===== src/rtl/miner_pkg.sv =====
// Shared definitions for the hashing-pipeline result stage.
// Widths of nonce, hash counter and hit counter, the collector state
// encoding, and a saturating increment used by the hit counter.
package miner_pkg;

  localparam int NONCE_W   = 32;
  localparam int HASHCNT_W = 48;
  localparam int HITCNT_W  = 8;

  typedef enum logic [1:0] {
    IDLE = 2'd0,
    RUN  = 2'd1,
    DONE = 2'd2
  } collect_state_t;

  function automatic logic [HITCNT_W-1:0] sat_inc(input logic [HITCNT_W-1:0] v);
    return (v == '1) ? v : v + HITCNT_W'(1);
  endfunction

endpackage


===== src/rtl/nonce_fifo.sv =====
// Synchronous FIFO holding winning nonces.
// Ports:
//   clk, rst_n      clock, async active-low reset
//   clr             synchronous flush (wins over push/pop)
//   push, din       write request and data; ignored when full unless popping
//   pop             read request; ignored when empty
//   dout            head entry, 0 when empty
//   full, empty     occupancy flags
// The head is read from registered storage, so a pushed entry first becomes
// visible the cycle after the push (no fall-through). Push and pop in the
// same cycle are both honoured, including when full.
module nonce_fifo
  import miner_pkg::*;
#(
  parameter int DEPTH = 4
) (
  input  logic               clk,
  input  logic               rst_n,
  input  logic               clr,
  input  logic               push,
  input  logic [NONCE_W-1:0] din,
  input  logic               pop,
  output logic [NONCE_W-1:0] dout,
  output logic               full,
  output logic               empty
);

  localparam int AW = $clog2(DEPTH);

  logic [NONCE_W-1:0] mem [DEPTH];
  logic [AW-1:0]      rd_ptr;
  logic [AW-1:0]      wr_ptr;
  logic [AW:0]        count;
  logic               do_push;
  logic               do_pop;

  assign full    = (count == (AW+1)'(DEPTH));
  assign empty   = (count == '0);
  assign do_pop  = pop & ~empty & ~clr;
  // A pop in the same cycle frees the slot the push needs.
  assign do_push = push & (~full | do_pop) & ~clr;
  assign dout    = empty ? '0 : mem[rd_ptr];

  always_ff @(posedge clk) begin
    if (do_push) mem[wr_ptr] <= din;
  end

  always_ff @(posedge clk or negedge rst_n) begin
    if (!rst_n) begin
      rd_ptr <= '0;
      wr_ptr <= '0;
      count  <= '0;
    end else if (clr) begin
      rd_ptr <= '0;
      wr_ptr <= '0;
      count  <= '0;
    end else begin
      if (do_push) wr_ptr <= wr_ptr + AW'(1);
      if (do_pop)  rd_ptr <= rd_ptr + AW'(1);
      case ({do_push, do_pop})
        2'b10:   count <= count + (AW+1)'(1);
        2'b01:   count <= count - (AW+1)'(1);
        default: count <= count;
      endcase
    end
  end

endmodule


===== src/rtl/nonce_collect.sv =====
// Result stage of the hashing pipeline: collects winning nonces from the
// compare stage into a FIFO drained by the host, counts hashes and hits, and
// raises halt once HIT_LIMIT hits have been accepted.
// Optional feature macro: NONCE_COLLECT_HASHCNT_EN enables the 48-bit
// hash_cnt counter; without it hash_cnt is tied to 0.
// Ports:
//   clk, rst_n                  clock, async active-low reset
//   start                       pulse, IDLE -> RUN
//   clr                         sync clear of FIFO, counters, flags -> IDLE
//   hit_valid/found/nonce       compare-stage outputs
//   res_valid/ready/nonce       host drain handshake (FIFO head)
//   halt                        stop request to the nonce generator
//   overflow                    sticky, a hit was dropped on a full FIFO
//   hit_cnt                     hits accepted this run (saturating)
//   hash_cnt                    qualified cycles seen in RUN (wrapping)
//
// state | meaning
// IDLE  | waiting for start, compare outputs ignored
// RUN   | counting hashes, pushing hits
// DONE  | hit limit reached, halt high, FIFO still drains
module nonce_collect
  import miner_pkg::*;
#(
  parameter int DEPTH     = 4,
  parameter int HIT_LIMIT = 1
) (
  input  logic                 clk,
  input  logic                 rst_n,
  input  logic                 start,
  input  logic                 clr,
  input  logic                 hit_valid,
  input  logic                 hit_found,
  input  logic [NONCE_W-1:0]   hit_nonce,
  output logic                 res_valid,
  input  logic                 res_ready,
  output logic [NONCE_W-1:0]   res_nonce,
  output logic                 halt,
  output logic                 overflow,
  output logic [HITCNT_W-1:0]  hit_cnt,
  output logic [HASHCNT_W-1:0] hash_cnt
);

  collect_state_t      state;
  logic                fifo_full;
  logic                fifo_empty;
  logic                pop;
  logic                hit;
  logic                push;
  logic                drop;
  logic [HITCNT_W-1:0] hit_next;

  assign res_valid = ~fifo_empty;
  assign pop       = res_valid & res_ready;
  assign hit       = (state == RUN) & hit_valid & hit_found;
  assign push      = hit & (~fifo_full | pop) & ~clr;
  assign drop      = hit & fifo_full & ~pop;
  assign hit_next  = sat_inc(hit_cnt);

  nonce_fifo #(.DEPTH(DEPTH)) u_fifo (
    .clk   (clk),
    .rst_n (rst_n),
    .clr   (clr),
    .push  (push),
    .din   (hit_nonce),
    .pop   (pop),
    .dout  (res_nonce),
    .full  (fifo_full),
    .empty (fifo_empty)
  );

  always_ff @(posedge clk or negedge rst_n) begin
    if (!rst_n) begin
      state    <= IDLE;
      halt     <= 1'b0;
      overflow <= 1'b0;
      hit_cnt  <= '0;
    end else if (clr) begin
      state    <= IDLE;
      halt     <= 1'b0;
      overflow <= 1'b0;
      hit_cnt  <= '0;
    end else begin
      case (state)
        IDLE: begin
          if (start) state <= RUN;
        end
        RUN: begin
          if (push) begin
            hit_cnt <= hit_next;
            // halt rises together with the DONE transition
            if (hit_next == HITCNT_W'(HIT_LIMIT)) begin
              state <= DONE;
              halt  <= 1'b1;
            end
          end
          if (drop) overflow <= 1'b1;
        end
        DONE: begin
          halt <= 1'b1;
        end
        default: begin
          state <= IDLE;
          halt  <= 1'b0;
        end
      endcase
    end
  end

`ifdef NONCE_COLLECT_HASHCNT_EN
  always_ff @(posedge clk or negedge rst_n) begin
    if (!rst_n) begin
      hash_cnt <= '0;
    end else if (clr) begin
      hash_cnt <= '0;
    end else if ((state == RUN) && hit_valid) begin
      hash_cnt <= hash_cnt + HASHCNT_W'(1);
    end
  end
`else
  assign hash_cnt = '0;
`endif

endmodule


===== config.mk =====
export PLATFORM = sky130hd
export DESIGN_NAME = nonce_collect
export DESIGN_NICKNAME = d
export VERILOG_FILES = /design/src/rtl/miner_pkg.sv /design/src/rtl/nonce_fifo.sv /design/src/rtl/nonce_collect.sv
export SDC_FILE = /design/constraint.sdc
export NUM_CORES = 1
export LEC_CHECK = 0
export CAP_MARGIN = 30
export CORE_MARGIN = 3
export CORE_UTILIZATION = 47
export CTS_CLUSTER_SIZE = 40
export DETAILED_ROUTE_END_ITERATION = 8
export PLACE_DENSITY = 0.84
export SYNTH_ARGS = -nofsm -noshare
export SYNTH_HDL_FRONTEND = slang
export SYNTH_HIERARCHICAL = 1
export SYNTH_SLANG_ARGS = --single-unit

===== constraint.sdc =====
create_clock -name clk -period 2.8 [get_ports clk]
set_input_delay 0.56 -clock clk [delete_from_list [all_inputs] [get_ports clk]]
set_output_delay 0.56 -clock clk [all_outputs]
set_load 0.005 [all_outputs]

Word level (Yosys, flattened, before mapping)
Memories as Yosys holds them, arrays and structs flattened.
Index checks and enable logic that the tools add are counted.
- flip-flop bits (word level): 19
- bits in latches: 0
- RAM bits: 128
- ROM bits: 0
- output and inout bits: 91
- word-level logic and storage cells: 79
- memories: 1
- memory list (name ; depth ; width ; read ports ; clocked after memory_dff ; wr ports ; RTL line ; text):
    u_fifo.mem ; 4 ; 32 ; 1 ; 0 ; 1 ; nonce_fifo.sv:30 ; logic [NONCE_W-1:0] mem [DEPTH];
- add/sub/neg operators: 5
- multiply operators: 0
- div/mod/pow operators: 0
- magnitude comparators: 0
- eq/ne operators: 12
- shift operators: 0
- mux-type cells: 25
- bitwise logic cells: 17
- reductions and logical operators: 12
- operators with widths (cell ; count):
    two-way mux 32 bit ; 1
    two-way mux 8 bit ; 4
    two-way mux 2 bit ; 8
    bitwise AND 1 bit ; 11
    nonzero test 2 bit ; 5
    adder 8 x 1 -> 8 bit (second input constant) ; 1
    equality test 8 x 1 -> 1 bit (second input constant) ; 1
    equality test 8 bit (second input constant) ; 1
    two-way mux 1 bit ; 8
    != test 3 x 2 -> 1 bit (second input constant) ; 2
    case mux 2 bit (3 select lines) ; 1
    case mux 3 bit (2 select lines) ; 1
    adder 2 x 1 -> 2 bit (second input constant) ; 2
    equality test 2 x 1 -> 1 bit (second input constant) ; 2
    equality test 2 bit (second input constant) ; 2
    != test 2 bit (second input constant) ; 2
    NOT 1 bit ; 4
    AND reduction 2 bit ; 2
    AND reduction 4 bit ; 1
    adder 3 x 1 -> 3 bit (second input constant) ; 1
    equality test 3 bit (second input constant) ; 1
    logical NOT 3 bit ; 1
    two-way mux 3 bit ; 1
    != test 3 bit (second input constant) ; 1
    other kinds (6) ; 7

Longest topological paths before layout
Gate-level depths: netlist of the first run.
- depth after elaboration: 11
- gate-level depth with buffers: 12
- mapped depth without buffers: 10

Hierarchy
The synthesis of the first run kept the hierarchy.
- by module, submodules not included (module ; instances ; cells an instance ; area an instance (sq um)):
    nonce_fifo ; 1 ; 265 ; 5382.7
    nonce_collect ; 1 ; 143 ; 1232.4

Least setup slack after synthesis of the first run
Ideal clock, no wire load.
- path kind: register to register
- from: register u_fifo.count[1]
- to: register u_fifo.count[2]
- arrival: 2932 ps
- path slack: -214 ps
- cell stages (with the launch flop): 13
- clock period less this slack: 3014 ps
- cells stage by stage: dfrtp_1 -> clkbuf_2 -> nor3_2 -> clkbuf_1 -> nand2b_1 -> inv_1 -> buf_6 -> o31ai_1 -> nor3_1 -> fa_1 -> or3b_1 -> or3_1 -> a31oi_1
- word-level cells in the longest chain between the ends: 11
- elaborated cells on any way between the ends: 20
- ends and longest elaborated chain (element ; RTL line ; text):
    from (decl) ; nonce_fifo.sv:33 ; logic [AW:0] count;
    from (signal assigned) ; nonce_fifo.sv:61 ; 2'b10: count <= count + (AW+1)'(1);
    from (signal assigned) ; nonce_fifo.sv:62 ; 2'b01: count <= count - (AW+1)'(1);
    from (signal assigned) ; nonce_fifo.sv:63 ; default: count <= count;
    logical NOT 3 bit * ; nonce_fifo.sv:38 ; assign empty = (count == '0);
    via fifo_empty ; nonce_collect.sv:45 ; logic fifo_empty;
    NOT 1 bit * ; nonce_collect.sv:52 ; assign res_valid = ~fifo_empty;
    bitwise AND 1 bit * ; nonce_collect.sv:53 ; assign pop = res_valid & res_ready;
    via pop ; nonce_collect.sv:46 ; logic pop;
    OR 1 bit / bitwise AND 1 bit (equally long branches) ; nonce_collect.sv:55, nonce_fifo.sv:39 ;
    bitwise AND 1 bit (on tied branches) ; nonce_collect.sv:55, nonce_fifo.sv:39 ;
    bitwise AND 1 bit / OR 1 bit (equally long branches) ; nonce_collect.sv:55, nonce_fifo.sv:41 ;
    bitwise AND 1 bit (2 in series) ; nonce_fifo.sv:41 ; assign do_push = push & (~full | do_pop) & ~clr;
    equality test 2 x 1 -> 1 bit / equality test 2 bit (equally long branches) ; nonce_fifo.sv:60 ; case ({do_push, do_pop})
    case mux 3 bit (2 select lines) ; nonce_fifo.sv:60 ;
    two-way mux 3 bit ; nonce_fifo.sv:53 ; end else if (clr) begin
The timed path passes the listed nets; every way through them passes the cells marked *.
A chain may end at the register's enable or synchronous reset.

Worst setup path in the final report of the first run
- from: register u_fifo.rd_ptr[0]
- to: output port res_nonce[8]
- word-level cells in the longest chain between the ends: 2
- ends and longest elaborated chain (element ; RTL line ; text):
    from (decl) ; nonce_fifo.sv:31 ; logic [AW-1:0] rd_ptr;
    from (signal assigned) ; nonce_fifo.sv:59 ; if (do_pop) rd_ptr <= rd_ptr + AW'(1);
    memory read (4 x 32 bit) ; - ;
    two-way mux 32 bit ; nonce_fifo.sv:42 ; assign dout = empty ? '0 : mem[rd_ptr];
    to (decl) ; nonce_collect.sv:36 ; output logic [NONCE_W-1:0] res_nonce,
No other way between the ends.

==> results of run 1 <==
## routing by layer
metal,global-route usage,wire [um],vias up
met5,0,0,-
met3,0.0433,664,18
met1,0.194,4910,1823
met4,0.0606,199,0
met2,0.297,6880,130
li1,-,-,1653
## through the flow
step | worst slack, ns | util
global route | -0.0176 | 0.612
global placement | -0.0392 | 0.568
floorplan | 0.00273 | -
finish | 0.0872 | 0.612
detailed placement | -0.105 | 0.568
CTS | 0.0000755 | 0.608
## cell usage after synthesis (all sizes together), types with 2 or more instances
| library cell | count |
|---|---|
| or3 | 2 |
| buf | 63 |
| and3 | 2 |
| nand2b | 6 |
| a31oi | 4 |
| nor2b | 33 |
| clkbuf | 6 |
| o21ai | 3 |
| xnor2 | 3 |
| mux4 | 32 |
| nand3 | 7 |
| xor2 | 5 |
| edfxtp | 128 |
| nand4 | 3 |
| and2 | 6 |
| and4 | 2 |
| nand3b | 2 |
| a21oi | 8 |
| o32ai | 3 |
| o2111ai | 2 |
| nand2 | 2 |
| inv | 11 |
| nor3 | 8 |
| mux2i | 3 |
| nor2 | 16 |
| dfrtp | 19 |
| ha | 9 |
## repair_timing
| item | in CTS | in global routing |
|---|---|---|
| endpoints found under the setup margin | 10 | 30 |
| gates resized for setup | 1 | 21 |
| setup buffers | 0 | 0 |
## worst max-delay path, delay by kind of cell (launching register included)
family | cells | cell delay [ns]
buffers and inverters | 2 | 0.68
muxes | 1 | 0.51
DFF | 1 | 0.40
and+or+nand+nor | 1 | 0.14
## worst max-delay path by stage
| stage | from | endpoint | slack [ns] | cells after the start |
|---|---|---|---|---|
| finish | u_fifo/rd_ptr[0] | res_nonce[8] | 0.09 | 4 |
| global route | state[1] | u_fifo/count[2] | -0.02 | 10 |
| CTS | u_fifo/rd_ptr[0] | res_nonce[13] | 0.00008 | 4 |
| detailed placement | hit_valid | u_fifo/count[2] | -0.10 | 9 |
| global placement | hit_found | u_fifo/count[2] | -0.04 | 9 |
| floorplan | u_fifo/count[1] | u_fifo/count[2] | 0.003 | 12 |
## sequential cells by signal (all words and copies together) (netlist names)
name and count:
halt 1, hit_cnt 8, overflow 1, state 2, u_fifo/count 3, u_fifo/mem 128, u_fifo/rd_ptr 2, u_fifo/wr_ptr 2
## power breakdown
group          internal [mW]  switching (mW)
clock                   1.21           0.848
sequential              2.41          0.0170
combinational          0.145           0.146
total                   3.76            1.01
## logic make-up after synthesis
family                   after synthesis  share of synthesized area
XOR/XNOR                               8                     0.0106
AO/OA/AOI/OAI                         32                     0.0369
AND/OR/NAND/NOR                       95                     0.0866
multiplexers                          35                      0.113
buffers and inverters                 80                     0.0789
adder cells (fa/ha/maj)               10                     0.0200
flip-flops                           147                      0.653
other                                  1                   0.000567
## area by class of cell
type	count	area (um2)
well taps	176	220
clock buffers	17	425
clock inverters	14	113
flip-flops and latches	147	4320
inverters	11	41.3
fillers	944	5240
multi-input cells	228	1980
repair buffers	106	1160
==> impl_metrics.env, run 1 <==
export IMPL_drc=0
export IMPL_synth_ff_type="edfxtp_1"
export IMPL_layout_common_cells="edfxtp_1, clkdlybuf4s50_1, conb_1"
export IMPL_holdCritStartpoint="overflow"
export IMPL_postCtsHoldBufs=0
export IMPL_final_common_cell="edfxtp_1"
export IMPL_skew_ns=0.00755
export IMPL_layout_nets=560
export IMPL_worstPathRequired_ns=2.24
export IMPL_reg2reg_depth=10
export IMPL_dpl_cell_area_um2=7670
export IMPL_startpoint_type="flop"
export IMPL_yosysSeqAreaShare=0.653
export IMPL_rows=42
export IMPL_fp_dieArea_um2=15500
export IMPL_postRouteAntennaNets=0
export IMPL_insertion_delay_ns=0.42
export IMPL_arrival_ns=2.15
export IMPL_core_area_um2=13500
export IMPL_htree_levels=4
export IMPL_min_path_cells=2
export IMPL_drv_cap=0
export IMPL_dieWidth_um=125
export IMPL_ir_drop_mv=0.647
export IMPL_antenna_cells=0
export IMPL_drv_slew=0
export IMPL_synth_largest_area_cell="edfxtp_1"
export IMPL_drt_vias_per_instance=5.18
export IMPL_cts_buffers_inserted=17
export IMPL_leakage_nw=3.16
export IMPL_worstSetupPathType="reg2out"
export IMPL_synth_edf_count=128
export IMPL_outcome="finished, final reports clean"
export IMPL_pwr_density_cell_nw_per_um2=577
export IMPL_synth_distinct_cells=58
export IMPL_fmax_mhz=369
export IMPL_routed_wl_mm=12.7
export IMPL_dr_pass1_iters=4
export IMPL_area_growth_pct=25.0
export IMPL_rsz0062_at_grt="yes"
export IMPL_drt_iter0_markers=236
export IMPL_port_buffer_count=81
export IMPL_holdWs_ns=0.504
export IMPL_path_clk_slew_ns=0.06
export IMPL_crit_chain="buf_12 -> mux4_2 -> nor2b_1 -> clkdlybuf4s50_1"
export IMPL_antenna_found_initial=0
export IMPL_tightestPinTransition_ns=0.693
export IMPL_cp_end_kind="primary output"
export IMPL_dieHeight_um=125
export IMPL_cts_tree="built"
export IMPL_yosys_top_cells_area="edfxtp_1, mux4_2, dfrtp_1, buf_4, nor2b_1"
export IMPL_max_stage_delay_ns=0.51
export IMPL_synth_yosys_warnings=6
export IMPL_synthCells=408
export IMPL_r2r_end="u_fifo/count[2]"
export IMPL_wl_per_cell_um=18.1
export IMPL_synth_seq_cells=147
export IMPL_instances_no_fill=699
export IMPL_hold_end="overflow"
export IMPL_r2r_start="state[1]"
export IMPL_grt_pass1_vias=3796
export IMPL_drive_gt1_frac=0.197
export IMPL_hold_viol_final=0
export IMPL_grt_usage=0.167
export IMPL_post_place_cells=668
export IMPL_regToRegSetupSlack_ns=0.16
export IMPL_crit_slowest_cell="mux4_2"
export IMPL_synth_largest_type_area_fraction=0.581
export IMPL_place_detailed_hpwl_mm=8.30
export IMPL_design_area_um2=8270
export IMPL_globalplace_congestion=0.814
export IMPL_min_path_type="reg2reg"
export IMPL_grt_pass1_wl_mm=20.1
export IMPL_netlist_area_um2=6620
export IMPL_num_vias=3624
export IMPL_tns_ns=0
export IMPL_min_period_over_period=0.969
export IMPL_ioPinCount=130
export IMPL_cts_root_buf="clkbuf_16"
export IMPL_syn_area_per_cell_um2=16.2
export IMPL_cp_max_fo=22
export IMPL_initial_core_util=0.490
export IMPL_grt_max_degree=34
export IMPL_grt_ovfl_total=0
export IMPL_finalSetupViolCount=0
export IMPL_clock_path_buffers=2
export IMPL_slew_headroom=0.536
export IMPL_total_power_mw=4.77
export IMPL_async_reset_ff_frac=0.129
export IMPL_cts_sinks=147
export IMPL_period_needed_ns=2.71
Power figures use the tool's default switching activity.
==> run 2: changes to the inputs <==
Settings changed: CORE_UTILIZATION 47 to 48, CTS_BUF_LIST from default to sky130_fd_sc_hd__clkbuf_8, PLACE_DENSITY 0.84 to 0.85, SKIP_CTS_REPAIR_TIMING from default to 1.
==> run 2 against run 1 <==
Non-clock buffer count grew 5. Final cell count grew 0.86%. Register-to-register slack is essentially flat. Power shrank 5.4%. Cell area grew 0.26%. Critical path type is now reg2reg.
==> impl_metrics.env, run 2 (synthesis gave the netlist of run 1 again) <==
export IMPL_dieWidth_um=123
export IMPL_antenna_cells=0
export IMPL_cp_end_kind="flop"
export IMPL_worstPathRequired_ns=3.17
export IMPL_place_detailed_hpwl_mm=8.64
export IMPL_r2r_start="state[1]"
export IMPL_crit_slowest_cell="or3b_1"
export IMPL_arrival_ns=3.02
export IMPL_r2r_end="u_fifo/count[2]"
export IMPL_min_period_over_period=0.946
export IMPL_ir_drop_mv=0.461
export IMPL_final_util=0.621
export IMPL_finalSetupViolCount=0
export IMPL_area_growth_pct=25.3
export IMPL_pwr_density_cell_nw_per_um2=544
export IMPL_p_switching_uw=949
export IMPL_startpoint_type="flop"
export IMPL_max_stage_delay_ns=0.41
export IMPL_port_buffer_count=81
export IMPL_routed_wl_mm=13.5
export IMPL_cts_tree="built"
export IMPL_antenna_found_initial=0
export IMPL_drv_cap=0
export IMPL_min_path_type="in2async"
export IMPL_insertion_delay_ns=0.44
export IMPL_cts_buffers_inserted=17
export IMPL_crit_chain="inv_1 -> ha_1 -> nand3_1 -> a21oi_4 -> nor2b_2 -> nor3_1 -> fa_1 -> or3b_1 -> or3_1 -> a31oi_1"
export IMPL_hold_viol_final=0
export IMPL_outcome="finished, final reports clean"
export IMPL_p_seq_frac=0.537
export IMPL_drv_slew=0
export IMPL_post_place_cells=667
export IMPL_skew_ns=0.00851
export IMPL_grt_pass1_wl_mm=20.2
export IMPL_initial_core_util=0.496
export IMPL_path_clk_slew_ns=0.08
export IMPL_ioPinCount=130
export IMPL_clock_power_share=0.400
export IMPL_final_common_cell="edfxtp_1"
export IMPL_period_needed_ns=2.65
export IMPL_grt_ovfl_total=0
export IMPL_drc=0
export IMPL_p_int_mw=3.56
export IMPL_holdWs_ns=0.448
export IMPL_fp_dieArea_um2=15200
export IMPL_slew_headroom=0.652
export IMPL_dieHeight_um=123
export IMPL_tns_ns=0
export IMPL_setup_ws_ns=0.151
export IMPL_core_area_um2=13300
export IMPL_reg_largest_list="u_fifo/mem: 128 flops, hit_cnt: 8 flops, u_fifo/count: 3 flops"
export IMPL_rows=42
export IMPL_clock_path_buffers=2
export IMPL_num_vias=3695
export IMPL_tightestPinTransition_ns=0.521
export IMPL_drt_vias_per_instance=5.24
export IMPL_drt_iter0_markers=247
export IMPL_grt_pass1_vias=3806
export IMPL_cts_sinks=147
export IMPL_pre_cts_ws_ns=-0.134
export IMPL_worstSetupPathType="reg2reg"
export IMPL_instances_no_fill=705
export IMPL_cp_max_fo=4
export IMPL_postRouteAntennaNets=0
export IMPL_largest_reg_flops=128
export IMPL_leakage_nw=3.45
export IMPL_dr_pass1_iters=4
export IMPL_cts_root_buf="clkbuf_8"
export IMPL_fmax_mhz=378
export IMPL_regToRegSetupSlack_ns=0.15
export IMPL_grt_max_degree=34
export IMPL_wl_per_cell_um=19.2
export IMPL_reg2reg_depth=10
export IMPL_drive_gt1_frac=0.208
export IMPL_top_register="u_fifo/mem"
export IMPL_layout_common_cells="edfxtp_1, clkdlybuf4s50_1, conb_1"
export IMPL_layout_nets=565
export IMPL_grt_usage=0.181
export IMPL_htree_levels=4
export IMPL_rsz0062_at_grt="no"
export IMPL_p_sw_frac=0.210
export IMPL_globalplace_congestion=0.840
export IMPL_comb_power_share=0.063
## run 2: worst max path at each step
stage,startpoint,to,slack (ns),cells past startpoint
after floorplan,u_fifo/count[1],u_fifo/count[2],0.003,12
after global placement,hit_found,u_fifo/count[2],-0.03,9
after detailed placement,hit_found,u_fifo/count[2],-0.13,9
after CTS,u_fifo/rd_ptr[0],res_nonce[23],-0.1,4
after global routing,state[1],u_fifo/count[2],0.03,10
final,state[1],u_fifo/count[2],0.15,10
## run 2: area by class of cell
cell class / instances / area, um2
clock buffers: 19 / 262
clock inverters: 13 / 181
fillers: 908 / 5060
inverters: 11 / 41.3
multi-input cells: 228 / 1980
flip-flops and latches: 147 / 4320
well taps: 176 / 220
repair buffers: 111 / 1280
## run 2: per-layer routing
metal / vias to the layer above / part of all wire / wire, um / global-route usage
met4: 0 / 0.018 / 244 / 0.0837
li1: 1661 / - / - / -
met1: 1861 / 0.38 / 5150 / 0.219
met2: 155 / 0.54 / 7290 / 0.309
met3: 18 / 0.063 / 852 / 0.0403
met5: - / 0 / 0 / 0
## run 2: worst max-delay path, delay by kind of cell (launching register included)
kind / cells / cell delay [ns]
simple gates: 5 / 1.15
compound gates: 2 / 0.30
fa+ha+maj: 2 / 0.62
flops: 1 / 0.39
buf+inv: 1 / 0.11
## run 2: stage by stage
| step | cell area (um2) | power, mW |
|---|---|---|
| finish | 8290 | 4.51 |
| floorplan | 6820 | 2.67 |
| global route | 8290 | 4.67 |
| global placement | 7620 | 2.74 |
| detailed placement | 7620 | 2.76 |
| CTS | 8070 | 4.54 |
## run 2: power by group through the flow
| stage | sequential [mW] | clock (mW) | combinational [mW] |
|---|---|---|---|
| 6_report | 2.42 | 1.81 | 0.285 |
| 5_1_grt | 2.43 | 1.93 | 0.318 |
| 4_1_cts | 2.42 | 1.83 | 0.284 |
| 3_5_place_dp | 2.47 | 0 | 0.284 |
| 3_3_place_gp | 2.47 | 0 | 0.272 |
| 2_1_floorplan | 2.47 | 0 | 0.197 |
==> run 3: changes to the inputs <==
Settings changed: ABC_AREA from default to 1, CORE_UTILIZATION 48 to 58, PLACE_DENSITY 0.85 to 0.95.
Clock period 2.8 ns to 3.3 ns, I/O delays scaled along.
==> run 3 against run 2 <==
Wire length grew 14%. Combinational power increased to 5.7 times the previous value. Hold slack better by 0.051 ns. Global-route usage is 6.6 points higher. Clock skew grew 0.0046 ns. Critical endpoint is now res_nonce[9]. Largest cell class unchanged. Highest routed layer unchanged.
==> impl_metrics.env, run 3 <==
export IMPL_ir_drop_mv=0.414
export IMPL_slew_headroom=0.382
export IMPL_syn_area_per_cell_um2=10.8
export IMPL_drt_vias_per_instance=5.70
export IMPL_r2r_start="u_fifo/count[2]"
export IMPL_insertion_delay_ns=0.44
export IMPL_synthMuxAreaShare=0
export IMPL_worstPathRequired_ns=2.64
export IMPL_dieWidth_um=114
export IMPL_routed_wl_mm=15.5
export IMPL_drc=0
export IMPL_rsz0062_at_grt="no"
export IMPL_r2r_end="u_fifo/count[2]"
export IMPL_synthCells=621
export IMPL_p_seq_frac=0.419
export IMPL_synth_edf_count=128
export IMPL_crit_slowest_cell="dfrtp_2"
export IMPL_total_power_mw=5.10
export IMPL_dpl_cell_area_um2=7530
export IMPL_synth_ff_type="edfxtp_1"
export IMPL_wl_per_cell_um=18.0
export IMPL_synth_largest_type_area_fraction=0.573
export IMPL_worstSetupPathType="reg2out"
export IMPL_arrival_ns=2.43
export IMPL_antenna_found_initial=0
export IMPL_pre_cts_ws_ns=0.426
export IMPL_tns_ns=0
export IMPL_cp_startpoint="u_fifo/rd_ptr[0]"
export IMPL_tightestPinTransition_ns=0.924
export IMPL_max_stage_delay_ns=0.54
export IMPL_netlist_area_um2=6710
export IMPL_final_util=0.715
export IMPL_fmax_mhz=324
export IMPL_regArea_um2=4320
export IMPL_synth_xor_xnor_area_share=0.00131
export IMPL_place_detailed_hpwl_mm=9.61
export IMPL_outcome="finished, final reports clean"
export IMPL_p_int_mw=3.41
export IMPL_synth_common_cells="nor2_1, edfxtp_1, buf_4"
export IMPL_synth_seq_cells=147
export IMPL_synth_most_common_cell="nor2_1"
export IMPL_multi_input_area_um2=1930
export IMPL_design_area_um2=7920
export IMPL_grt_max_degree=58
export IMPL_yosys_top_cells_area="edfxtp_1, nor2_1, dfrtp_1, buf_4, o21ai_0"
export IMPL_startpoint_type="flop"
export IMPL_clock_path_buffers=2
export IMPL_final_common_cell="nor2_1"
export IMPL_fillers=688
export IMPL_synth_adder_area_share=0.0198
export IMPL_initial_core_util=0.606
export IMPL_fp_dieArea_um2=12900
export IMPL_comb_power_share=0.319
export IMPL_antenna_cells=0
export IMPL_min_path_cells=2
export IMPL_cp_max_fo=36
export IMPL_top_register="u_fifo/mem"
export IMPL_cp_end_kind="primary output"
export IMPL_instances_no_fill=859
export IMPL_grt_usage=0.247
export IMPL_crit_path_end="res_nonce[9]"
export IMPL_crit_chain="buf_6 -> nor2_1 -> nor2_1 -> o21ai_0 -> a21oi_1 -> clkdlybuf4s50_1"
export IMPL_skew_ns=0.0131
export IMPL_globalplace_congestion=0.853
export IMPL_area_growth_pct=18.1
export IMPL_reg_largest_list="u_fifo/mem: 128 flops, hit_cnt: 8 flops, u_fifo/count: 3 flops"
export IMPL_crit_top_cell="nor2_1"
export IMPL_htree_levels=4
export IMPL_synth_largest_area_cell="edfxtp_1"
export IMPL_min_period_over_period=0.935
export IMPL_largest_reg_flops=128
export IMPL_synth_distinct_cells=32
export IMPL_cts_buffers_inserted=17
export IMPL_min_path_type="reg2reg"
export IMPL_drive_gt1_frac=0.0960
export IMPL_synth_compound_area_share=0.0908
export IMPL_path_clk_slew_ns=0.08
export IMPL_setup_ws_ns=0.214
export IMPL_period_needed_ns=3.09
export IMPL_post_place_cells=827
export IMPL_grt_pass1_wl_mm=24.5
export IMPL_rows=38
export IMPL_layout_common_cells="nor2_1, edfxtp_1, clkdlybuf4s50_1"
export IMPL_cts_tree="built"
export IMPL_yosysSeqAreaShare=0.644
export IMPL_p_sw_frac=0.331
export IMPL_cts_sinks=147
export IMPL_pwr_density_cell_nw_per_um2=644
export IMPL_layout_nets=755
export IMPL_holdWs_ns=0.498
export IMPL_leakage_nw=3.01
export IMPL_finalSetupViolCount=0
export IMPL_grt_ovfl_total=0
export IMPL_reg2reg_depth=19
export IMPL_ioPinCount=130
export IMPL_synth_yosys_warnings=6
export IMPL_grt_pass1_vias=4892
export IMPL_cts_root_buf="clkbuf_8"
export IMPL_async_reset_ff_frac=0.129
export IMPL_regToRegSetupSlack_ns=0.59
export IMPL_drt_iter0_markers=649
export IMPL_drv_slew=0
export IMPL_synth_top_family_by_area="simple AND/OR/NAND/NOR gates"
export IMPL_dr_pass1_iters=7
export IMPL_hold_viol_final=0
export IMPL_synthSimpleGateAreaFrac=0.145
export IMPL_num_vias=4895
export IMPL_drv_cap=0
export IMPL_port_buffer_count=81
export IMPL_dieHeight_um=114
export IMPL_postRouteAntennaNets=0
export IMPL_p_switching_mw=1.69
export IMPL_clock_power_share=0.263
export IMPL_core_area_um2=11100
[run 3: worst max-delay path: cells and delay by family, from the launching register on]
kind                   cells  cell delay (ns)
AOI/OAI and AO/OA          2             0.34
buffers and inverters      2             0.86
DFF                        1             0.54
and+or+nand+nor            2             0.25
[run 3: metal layers]
layer	vias up	share of wire	track usage
met2	335	0.51	0.415
met4	0	0.025	0.106
met3	44	0.088	0.0621
met1	2331	0.38	0.304
met5	-	0	0
li1	2185	-	-
[run 3: logic make-up (layout without fill, tap and decap cells)]
logic type / after synthesis / in the layout
buffers and inverters: 112 / 163
and+or+nand+nor: 231 / 231
adders and majority gates: 10 / 10
AOI/OAI and AO/OA: 119 / 119
other: 1 / 48
xor gates and xnor gates: 1 / 1
DFF: 147 / 147
[run 3: worst min path at each step]
stage / startpoint / endpoint / slack [ns]
after floorplan: rst_n / halt / 0.36
after global placement: halt / halt / 0.46
after detailed placement: halt / halt / 0.48
after CTS: halt / halt / 0.50
after global routing: halt / halt / 0.54
final: halt / halt / 0.50
[run 3: cell type report]
type | instances | area share
Multi-Input combinational cell | 409 | 0.244
Sequential cell | 147 | 0.545
Clock inverter | 15 | 0.0186
Timing Repair Buffer | 92 | 0.122
Tap cell | 140 | 0.0221
Inverter | 39 | 0.0188
Clock buffer | 17 | 0.0295
[run 3: power by group through the flow]
| stage | logic, mW | clock network (mW) | registers [mW] |
|---|---|---|---|
| 4_1_cts | 1.62 | 1.35 | 2.13 |
| 5_1_grt | 1.78 | 1.43 | 2.14 |
| 2_1_floorplan | 0.872 | 0 | 2.15 |
| 3_5_place_dp | 1.58 | 0 | 2.17 |
| 3_3_place_gp | 1.51 | 0 | 2.17 |
| 6_report | 1.63 | 1.34 | 2.14 |
